### src/rtl/hazard_scoreboard.sv
// hazard_scoreboard
// Register hazard scoreboard for an in-order pipeline. Every architectural
// register has a small pending counter that holds the number of cycles until
// its in-flight result can be forwarded. Each cycle the block checks the decode
// stage's source operands against those counters. If a source is still pending,
// it stalls fetch/decode and inserts a bubble into execute.
//
// Ports
//   Clk        : single clock, all state updates on the rising edge
//   Reset      : synchronous, active-low reset
//   IssueValid : decode presents an instruction this cycle
//   SrcA/SrcB  : source register addresses (ADDR_W bits each)
//   SrcAUsed   : instruction reads SrcA
//   SrcBUsed   : instruction reads SrcB
//   Dst        : destination register address
//   DstWrite   : instruction writes Dst
//   DstLat     : cycles until the Dst result is forwardable (0 -> 1, clamped to MAX_LAT)
//   Flush      : squash the instruction in decode this cycle
//   Stall      : hold fetch/decode, bubble into execute
//   HazardType : {SrcB hazard, SrcA hazard}
//   Busy       : bit i set while register i has a pending result
//   StallCount : saturating count of cycles with Stall high
module hazard_scoreboard #(
  parameter int NUM_REGS = 32,
  parameter int ADDR_W   = 5,
  parameter int MAX_LAT  = 3,
  parameter int CNT_W    = 16
) (
  input  logic                Clk,
  input  logic                Reset,
  input  logic                IssueValid,
  input  logic [ADDR_W-1:0]   SrcA,
  input  logic [ADDR_W-1:0]   SrcB,
  input  logic                SrcAUsed,
  input  logic                SrcBUsed,
  input  logic [ADDR_W-1:0]   Dst,
  input  logic                DstWrite,
  input  logic [2:0]          DstLat,
  input  logic                Flush,
  output logic                Stall,
  output logic [1:0]          HazardType,
  output logic [NUM_REGS-1:0] Busy,
  output logic [CNT_W-1:0]    StallCount
);

  logic [2:0] pend [NUM_REGS];

  logic hazA;
  logic hazB;
  logic issueAccept;
  logic allocate;
  logic [2:0] effLat;

  // Busy is derived from the pending counters.
  always_comb begin
    Busy = '0;
    for (int i = 0; i < NUM_REGS; i++) begin
      Busy[i] = (pend[i] != 3'd0);
    end
  end

  // Register 0 is never tracked, so a zero source address can never hazard.
  // The checks use the pre-update counters. Because of that, an instruction
  // whose source equals its own destination does not stall on itself.
  always_comb begin
    hazA = IssueValid & SrcAUsed & (SrcA != '0) & Busy[SrcA];
    hazB = IssueValid & SrcBUsed & (SrcB != '0) & Busy[SrcB];
  end

  // Flush dominates the stall. A squashed instruction is never held and never
  // allocates. HazardType still reports what the operands collided with.
  always_comb begin
    HazardType  = {hazB, hazA};
    Stall       = (hazA | hazB) & ~Flush;
    issueAccept = IssueValid & ~Stall & ~Flush;
    allocate    = issueAccept & DstWrite & (Dst != '0);
  end

  // A zero latency means "next cycle", the same as an ALU result.
  // Latencies beyond the deepest pipeline are clamped.
  always_comb begin
    if (DstLat == 3'd0) begin
      effLat = 3'd1;
    end else if (DstLat > 3'(MAX_LAT)) begin
      effLat = 3'(MAX_LAT);
    end else begin
      effLat = DstLat;
    end
  end

  // Every nonzero counter counts down once per cycle. A new allocation
  // replaces that count, which also covers WAW overwrites of a busy register.
  // Entry 0 is pinned to zero.
  always_ff @(posedge Clk) begin
    if (!Reset) begin
      for (int i = 0; i < NUM_REGS; i++) begin
        pend[i] <= 3'd0;
      end
    end else begin
      for (int i = 0; i < NUM_REGS; i++) begin
        if (i == 0) begin
          pend[i] <= 3'd0;
        end else if (allocate && (Dst == ADDR_W'(i))) begin
          pend[i] <= effLat;
        end else if (pend[i] != 3'd0) begin
          pend[i] <= pend[i] - 3'd1;
        end
      end
    end
  end

  // The statistics counter sticks at all-ones instead of wrapping.
  always_ff @(posedge Clk) begin
    if (!Reset) begin
      StallCount <= '0;
    end else if (Stall && (StallCount != {CNT_W{1'b1}})) begin
      StallCount <= StallCount + 1'b1;
    end
  end

endmodule
### config.mk
export PLATFORM = sky130hd
export DESIGN_NAME = hazard_scoreboard
export DESIGN_NICKNAME = d
export VERILOG_FILES = /design/src/rtl/hazard_scoreboard.sv
export SDC_FILE = /design/constraint.sdc
export NUM_CORES = 1
export LEC_CHECK = 0
export CAP_MARGIN = 10
export CORE_UTILIZATION = 59
export DETAILED_ROUTE_END_ITERATION = 8
export GPL_ROUTABILITY_DRIVEN = 0
export PLACE_DENSITY = 0.82
export SLEW_MARGIN = 20
export SYNTH_ARGS = -nofsm -noshare
export SYNTH_HDL_FRONTEND = slang
export SYNTH_SLANG_ARGS = --single-unit
### constraint.sdc
create_clock -name Clk -period 6.15 [get_ports Clk]
set_clock_uncertainty 0.1 [all_clocks]
set_input_delay 1.845 -clock Clk [delete_from_list [all_inputs] [get_ports Clk]]
set_output_delay 1.845 -clock Clk [all_outputs]
set_load 0.01 [all_outputs]
==> impl_metrics.csv, run 1 <==
group,metric,value,unit
synthesis,synth_top_family_by_area,"simple AND/OR/NAND/NOR gates",
critical_path,reg2reg_from,"pend[0][45]$_SDFFCE_PN0P_",
layout,fillers,905,
critical_path,timing.rr.end,"pend[1][22]$_SDFFCE_PN0P_",
cts,clkLatencyLatePin,0.36,ns
power,total_power,4.030,mW
global_routing,grt_max_degree,87,
sta,setup_violations,0,
synthesis,synth.area.mux_share,14.54,%
synthesis,ys_seq_area_share,39.81,%
global_routing,antenna_found_initial,0,
route,dr.pass1.iters,6,
placement,dp_slack,-0.2694,ns
synthesis,synth-edff-count,93,
cts,cts_tree,"yes",
synthesis,syn_area_per_cell,10.28,um^2
route,via_per_inst,6.174,
cts,cts.path.max_buffers,2,
worst_hold_path,whs_path_depth,2,
synthesis,synth_flop_cell,"edfxtp_1",
layout,area_growth,17.89,%
synthesis,synth_area,0.007820,mm^2
layout,drive_gt1_share,12.14,%
critical_path,cp.arrival,4.14,ns
placement,io_buffers,74,
worst_hold_path,worstHoldStart,"StallCount[7]$_SDFFE_PN0P_",
synthesis,synth_fa_ha_area_share,10.08,%
synthesis,synth_top_area_share,35.71,%
route,wl,19490,um
die,core,0.01277,mm^2
cts,clkSinkCount,109,
sta,tightest_slew,1.072,ns
synthesis,synth_common_cells,"93 x edfxtp_1, 84 x inv_1, 72 x mux2i_1",
synthesis,synthSimpleGateAreaFrac,19.22,%
route,ant_nets,0,
critical_path,r2r_slack,2.00,ns
route,drc,0,
sta,finalMaxSlewViolations,0,
layout,stdcell_area,0.009219,mm^2
sta,setup_ws,0.06852,ns
placement,placed_area,0.008826,mm^2
layout,antennaDiodeCount,0,
sta,period_share,98.89,%
global_routing,grt_overflow_total,0,
power,power_density,437.2,mW/mm^2
synthesis,synth_most_common_cell,"edfxtp_1",
die,die_h,117.1,um
die,start_util,61.22,%
global_routing,grt_usage,30.27,%
global_routing,grt_pass1_wl,31060,um
synthesis,synthArstFlopShare,0,%
synthesis,syn-num-nets,849,
die,dieArea,0.01372,mm^2
sta,finalCriticalPeriod,6.081,ns
cts,cts_root_buf,"clkbuf_16",
synthesis,synth-compound-area-share,8.160,%
critical_path,critical_path_class,"in2out",
critical_path,crit_fanout,7,
critical_path,critPathRequiredTime,4.20,ns
synthesis,synth_cell_types,68,
synthesis,synth-seq-cells,109,
global_routing,grt_pass1_vias,6292,
sta,hold_viol_final,0,
sta,fmax,164.4,MHz
die,ioPinCount,76,
critical_path,r2r.worst_path.cells,12,
synthesis,synthTopCellsByArea,"edfxtp_1 36%, ha_1 10%, mux2i_1 9.2%",
synthesis,synth-xor-area-share,1.568,%
route,drt-initial-drc-count,558,
job,cap_violations,0,
cts,cts.clk_slew.worst_paths,0.07,ns
critical_path,end_kind,"primary output",
cts,cts_made_buffers,9,
cts,htree_levels,3,
synthesis,syn_inst,761,
synthesis,yosys_warnings,0,
worst_hold_path,hold_path.class,"reg2reg",
die,die_w,117.1,um
sta,relSlewSlack,28.25,%
power,p_leak,4.009,nW
critical_path,start_kind,"input pin",
power,ir_drop,264.8,uV
die,row_count,41,
placement,hpwl,14260,um
route,avgRoutedWirePerCell,19.26,um
worst_hold_path,min_to,"StallCount[7]$_SDFFE_PN0P_",
layout,final_net_count,923,
sta,rsz0062_at_grt,"no",
route,num_vias,6248,
synthesis,yosys.area.top_type,"edfxtp_1",
cts,hold_buffers,0,
outcome,status,"finished, final reports clean",
[critical path, cell delays in order]
cell and delay [ns]:
clkdlybuf4s50_1 0.40, buf_4 0.17, buf_4 0.15, a2111o_1 0.30
and3_1 0.17, a211oi_2 0.28, nand4bb_4 0.17, buf_4 0.17
clkdlybuf4s50_1 0.47
[area by class of cell]
class | instances | area (um^2) | share of cell area (%)
sequential | 109 | 3113 | 33.77
clock inverter | 1 | 5.005 | 0.05429
clock buffer | 15 | 331.6 | 3.597
inverter | 89 | 334.1 | 3.624
tap | 172 | 215.2 | 2.334
multi-input combinational | 523 | 4263 | 46.24
timing repair buffer | 103 | 957.2 | 10.38
[placed cells by master, fill, tap and decap left out, types with 7 or more instances in the layout]
master and n:
mux4_2 10, buf_4 28, mux2i_1 72, o211ai_1 7, nand2_1 28, dfxtp_1 16, o2111ai_1 7, nor2_1 45
o21ai_0 9, xor2_1 7, and3_1 26, nand3_1 50, ha_1 63, nand2b_1 21, and2_1 8, nor2b_1 20
clkdlybuf4s50_1 67, inv_1 84, xnor2_1 7, mux2_2 17, edfxtp_1 93, nor3_1 12, or3_1 25, clkbuf_16 12
nand4_1 7, a21oi_1 7
[worst max-delay path by stage]
stage               cells after the start  slack [ns]     from            end
floorplan                              10        0.50  SrcB[2]          Stall
global route                            9       0.004  SrcB[1]  HazardType[1]
finish                                  9        0.07  SrcB[1]  HazardType[1]
global placement                        9       -0.24  SrcA[0]          Stall
detailed placement                      8       -0.27  SrcA[0]  HazardType[0]
CTS                                     9        0.03  SrcB[2]  HazardType[1]
[stage by stage]
stage	utilization, %	hold slack (ns)	TNS (ns)	std cells
after global placement	69.10	0.3807	-0.5197	995
after global routing	72.17	0.4459	0	1012
final	72.17	0.4017	0	1012
after detailed placement	69.10	0.3930	-0.7020	995
after floorplan	-	0.3944	0	761
after CTS	72.00	0.4048	0	1012
[kinds of logic (layout without fill, tap and decap cells)]
family,count (synthesis),count (layout)
XOR/XNOR,14,14
flip-flops,109,109
AND/OR/NAND/NOR,273,273
adder cells (fa/ha/maj),63,63
multiplexers,99,99
other,1,1
buffers and inverters,129,208
AO/OA/AOI/OAI,73,73
[sequential cells by signal, indices dropped and copies added (netlist names)]
signal	flops
StallCount	16
pend	93
[where the power goes]
part | internal, mW | switching (mW) | total (mW)
clock network | 0.371 | 0.273 | 0.644
logic | 0.954 | 1.11 | 2.07
registers | 1.20 | 0.117 | 1.32
[layer usage]
metal / track usage, % / vias up / routed length, um
met5: 0 / - / 0
met3: 4.531 / 56 / 1170
li1: - / 2901 / -
met4: 17.38 / 0 / 772
met1: 35.59 / 3038 / 7717
met2: 52.98 / 253 / 9834
[what timing repair did]
item	CTS	global route
resized for setup	10	4
endpoints found under the setup margin	3	2
hold endpoints to repair	0	0
buffers inserted	1	0
pin swaps	2	1
(Power assumes the default switching activity.)
==> run 2, diff against run 1 <==
Settings changed: CORE_MARGIN set to 2, CTS_BUF_LIST set to sky130_fd_sc_hd__clkbuf_2 sky130_fd_sc_hd__clkbuf_4 sky130_fd_sc_hd__clkbuf_8.
==> run 2 against run 1 <==
  * Worst hold slack worse by 0.0046 ns
  * Routed wire length is 1.3% lower
  * Register-to-register slack better by 0.02 ns
  * Final cell count is 0.69% higher
  * Core utilization is 2.7 points lower
  * Power is 5.2% lower
  * First-iteration DRC count is 3.8% lower
  * Clock-buffer cell count is 5 lower
  * Fmax is 0.38% higher
  * Largest cell class unchanged
==> impl_metrics.csv, run 2 (synthesized netlist as in run 1, its figures left out) <==
group,metric,value,unit
sta,period_share,98.51,%
route,wl,19250,um
sta,finalMaxSlewViolations,0,
die,core,0.01309,mm^2
layout,layout_commonest_cell,"edfxtp_1",
sta,hold_viol_final,0,
critical_path,end_kind,"primary output",
cts,clkSinkCount,109,
sta,relSlewSlack,30.68,%
placement,dp_slack,-0.3002,ns
route,avgRoutedWirePerCell,18.89,um
cts,cts.clk_slew.worst_paths,0.10,ns
critical_path,critPathSlowestCell,"mux4_2",
layout,final_cell_mix,"93 x edfxtp_1, 84 x inv_1, 72 x mux2i_1, 69 x clkdlybuf4s50_1, 63 x ha_1",
die,start_util,59.76,%
layout,area_growth,16.32,%
layout,regMostFlops,"pend",
die,ioPinCount,76,
power,p_leak,3.945,nW
layout,final_net_count,926,
power,power_density,420.2,mW/mm^2
job,cap_violations,0,
critical_path,crit_fanout,7,
sta,tightest_slew,1.036,ns
cts,cts_made_buffers,9,
placement,io_buffers,74,
outcome,status,"finished, final reports clean",
die,die_h,119.1,um
global_routing,grt_usage,27.78,%
critical_path,crit_start,"SrcB[1]",
critical_path,cp_slowest_stage_delay,0.53,ns
worst_hold_path,hold_path.class,"reg2reg",
layout,reg_top3,"pend: 93 flops, StallCount: 16 flops",
critical_path,path_cells,"clkdlybuf4s50_1 -> buf_4 -> mux4_2 -> a211oi_2 -> nand4bb_2 -> buf_4 -> clkdlybuf4s50_1",
route,num_vias,6227,
sta,setup_ws,0.09175,ns
global_routing,grt_pass1_vias,6255,
cts,cts.path.max_buffers,2,
cts,cts_tree,"yes",
route,ant_nets,0,
layout,fillers,972,
worst_hold_path,worstHoldStart,"StallCount[7]$_SDFFE_PN0P_",
power,total_power,3.822,mW
critical_path,critical_path_class,"in2out",
die,die_w,119.1,um
sta,finalCriticalPeriod,6.058,ns
global_routing,grt_pass1_wl,31050,um
sta,fmax,165.1,MHz
sta,setup_violations,0,
route,drc,0,
cts,hold_buffers,0,
die,row_count,42,
route,drt-initial-drc-count,537,
critical_path,start_kind,"input pin",
layout,regArea,0.003113,mm^2
sta,rsz0062_at_grt,"no",
sta,whs,0.3970,ns
global_routing,antenna_found_initial,0,
placement,hpwl,14280,um
critical_path,cp.arrival,4.11,ns
cts,htree_levels,3,
critical_path,reg2reg_from,"pend[0][39]$_SDFFCE_PN0P_",
cts,cts_root_buf,"clkbuf_8",
global_routing,grt_max_degree,53,
global_routing,grt_overflow_total,0,
layout,largest_reg_flops,93,
route,via_per_inst,6.111,
die,dieArea,0.01419,mm^2
layout,drive_gt1_share,12.69,%
cts,clkLatencyLatePin,0.40,ns
layout,antennaDiodeCount,0,
sta,fin_setup_tns,0,ns
layout,multi_input_area,0.004240,mm^2
power,ir_drop,264.6,uV
route,dr.pass1.iters,5,
critical_path,critPathRequiredTime,4.20,ns
## run 2: cell count changes in the layout (fill, tap and decap cells not counted), moves of 2 or more
| cell | delta |
|---|---|
| clkinvlp_4 | +2 |
| buf_4 | +2 |
| clkdlybuf4s50_1 | +2 |
| a2111oi_1 | +2 |
| clkbuf_8 | +7 |
| dlygate4sd2_1 | -2 |
| clkbuf_16 | -12 |
## run 2: final timing paths
| check | endpoint | slack (ns) | cells past startpoint |
|---|---|---|---|
| hold reg to reg | StallCount[7]$_SDFFE_PN0P_ | 0.40 | 2 |
| setup / recovery | HazardType[1] | 0.09 | 7 |
| setup reg to reg | pend[1][22]$_SDFFCE_PN0P_ | 2.02 | 13 |
| hold / removal | StallCount[7]$_SDFFE_PN0P_ | 0.40 | 2 |
## run 2: critical path, delay by kind of cell
| family | cells | cell delay (ns) |
|---|---|---|
| and+or+nand+nor | 1 | 0.20 |
| muxes | 1 | 0.53 |
| AOI/OAI and AO/OA | 1 | 0.25 |
| buffers and inverters | 4 | 1.29 |
## run 2: power breakdown
group | internal (mW) | total [mW] | switching, mW
combinational | 0.956 | 2.05 | 1.10
clock | 0.192 | 0.451 | 0.259
sequential | 1.20 | 1.32 | 0.120
## run 2: final cells by class
cell class	count	area share (%)
sequential	109	34.22
tap	176	2.421
clock inverter	6	0.7015
inverter	89	3.673
clock buffer	10	1.444
multi-input combinational	523	46.62
timing repair buffer	106	10.92
## run 2: per-layer routing
metal | global-route usage [%] | vias up | wire length [um]
met3 | 3.688 | 55 | 1223
met2 | 46.08 | 260 | 9281
li1 | - | 2896 | -
met1 | 35.74 | 3016 | 7910
met5 | 0 | - | 0
met4 | 14.06 | 0 | 833
## run 2: timing repair
| action | in CTS | in global routing |
|---|---|---|
| endpoints found under the setup margin | 3 | 3 |
| pin swaps | 2 | 1 |
| setup buffers | 1 | 0 |
| resized for setup | 9 | 4 |
| gates cloned | 0 | 0 |
## run 2: through the flow
stage                     std cells  instance area [um^2]  utilization, %
after floorplan                 761                  7820               -
after global placement         1002                  8866           67.76
after detailed placement       1002                  8866           67.76
after CTS                      1019                  9082           69.41
after global routing           1019                  9096           69.52
final                          1019                  9096           69.52
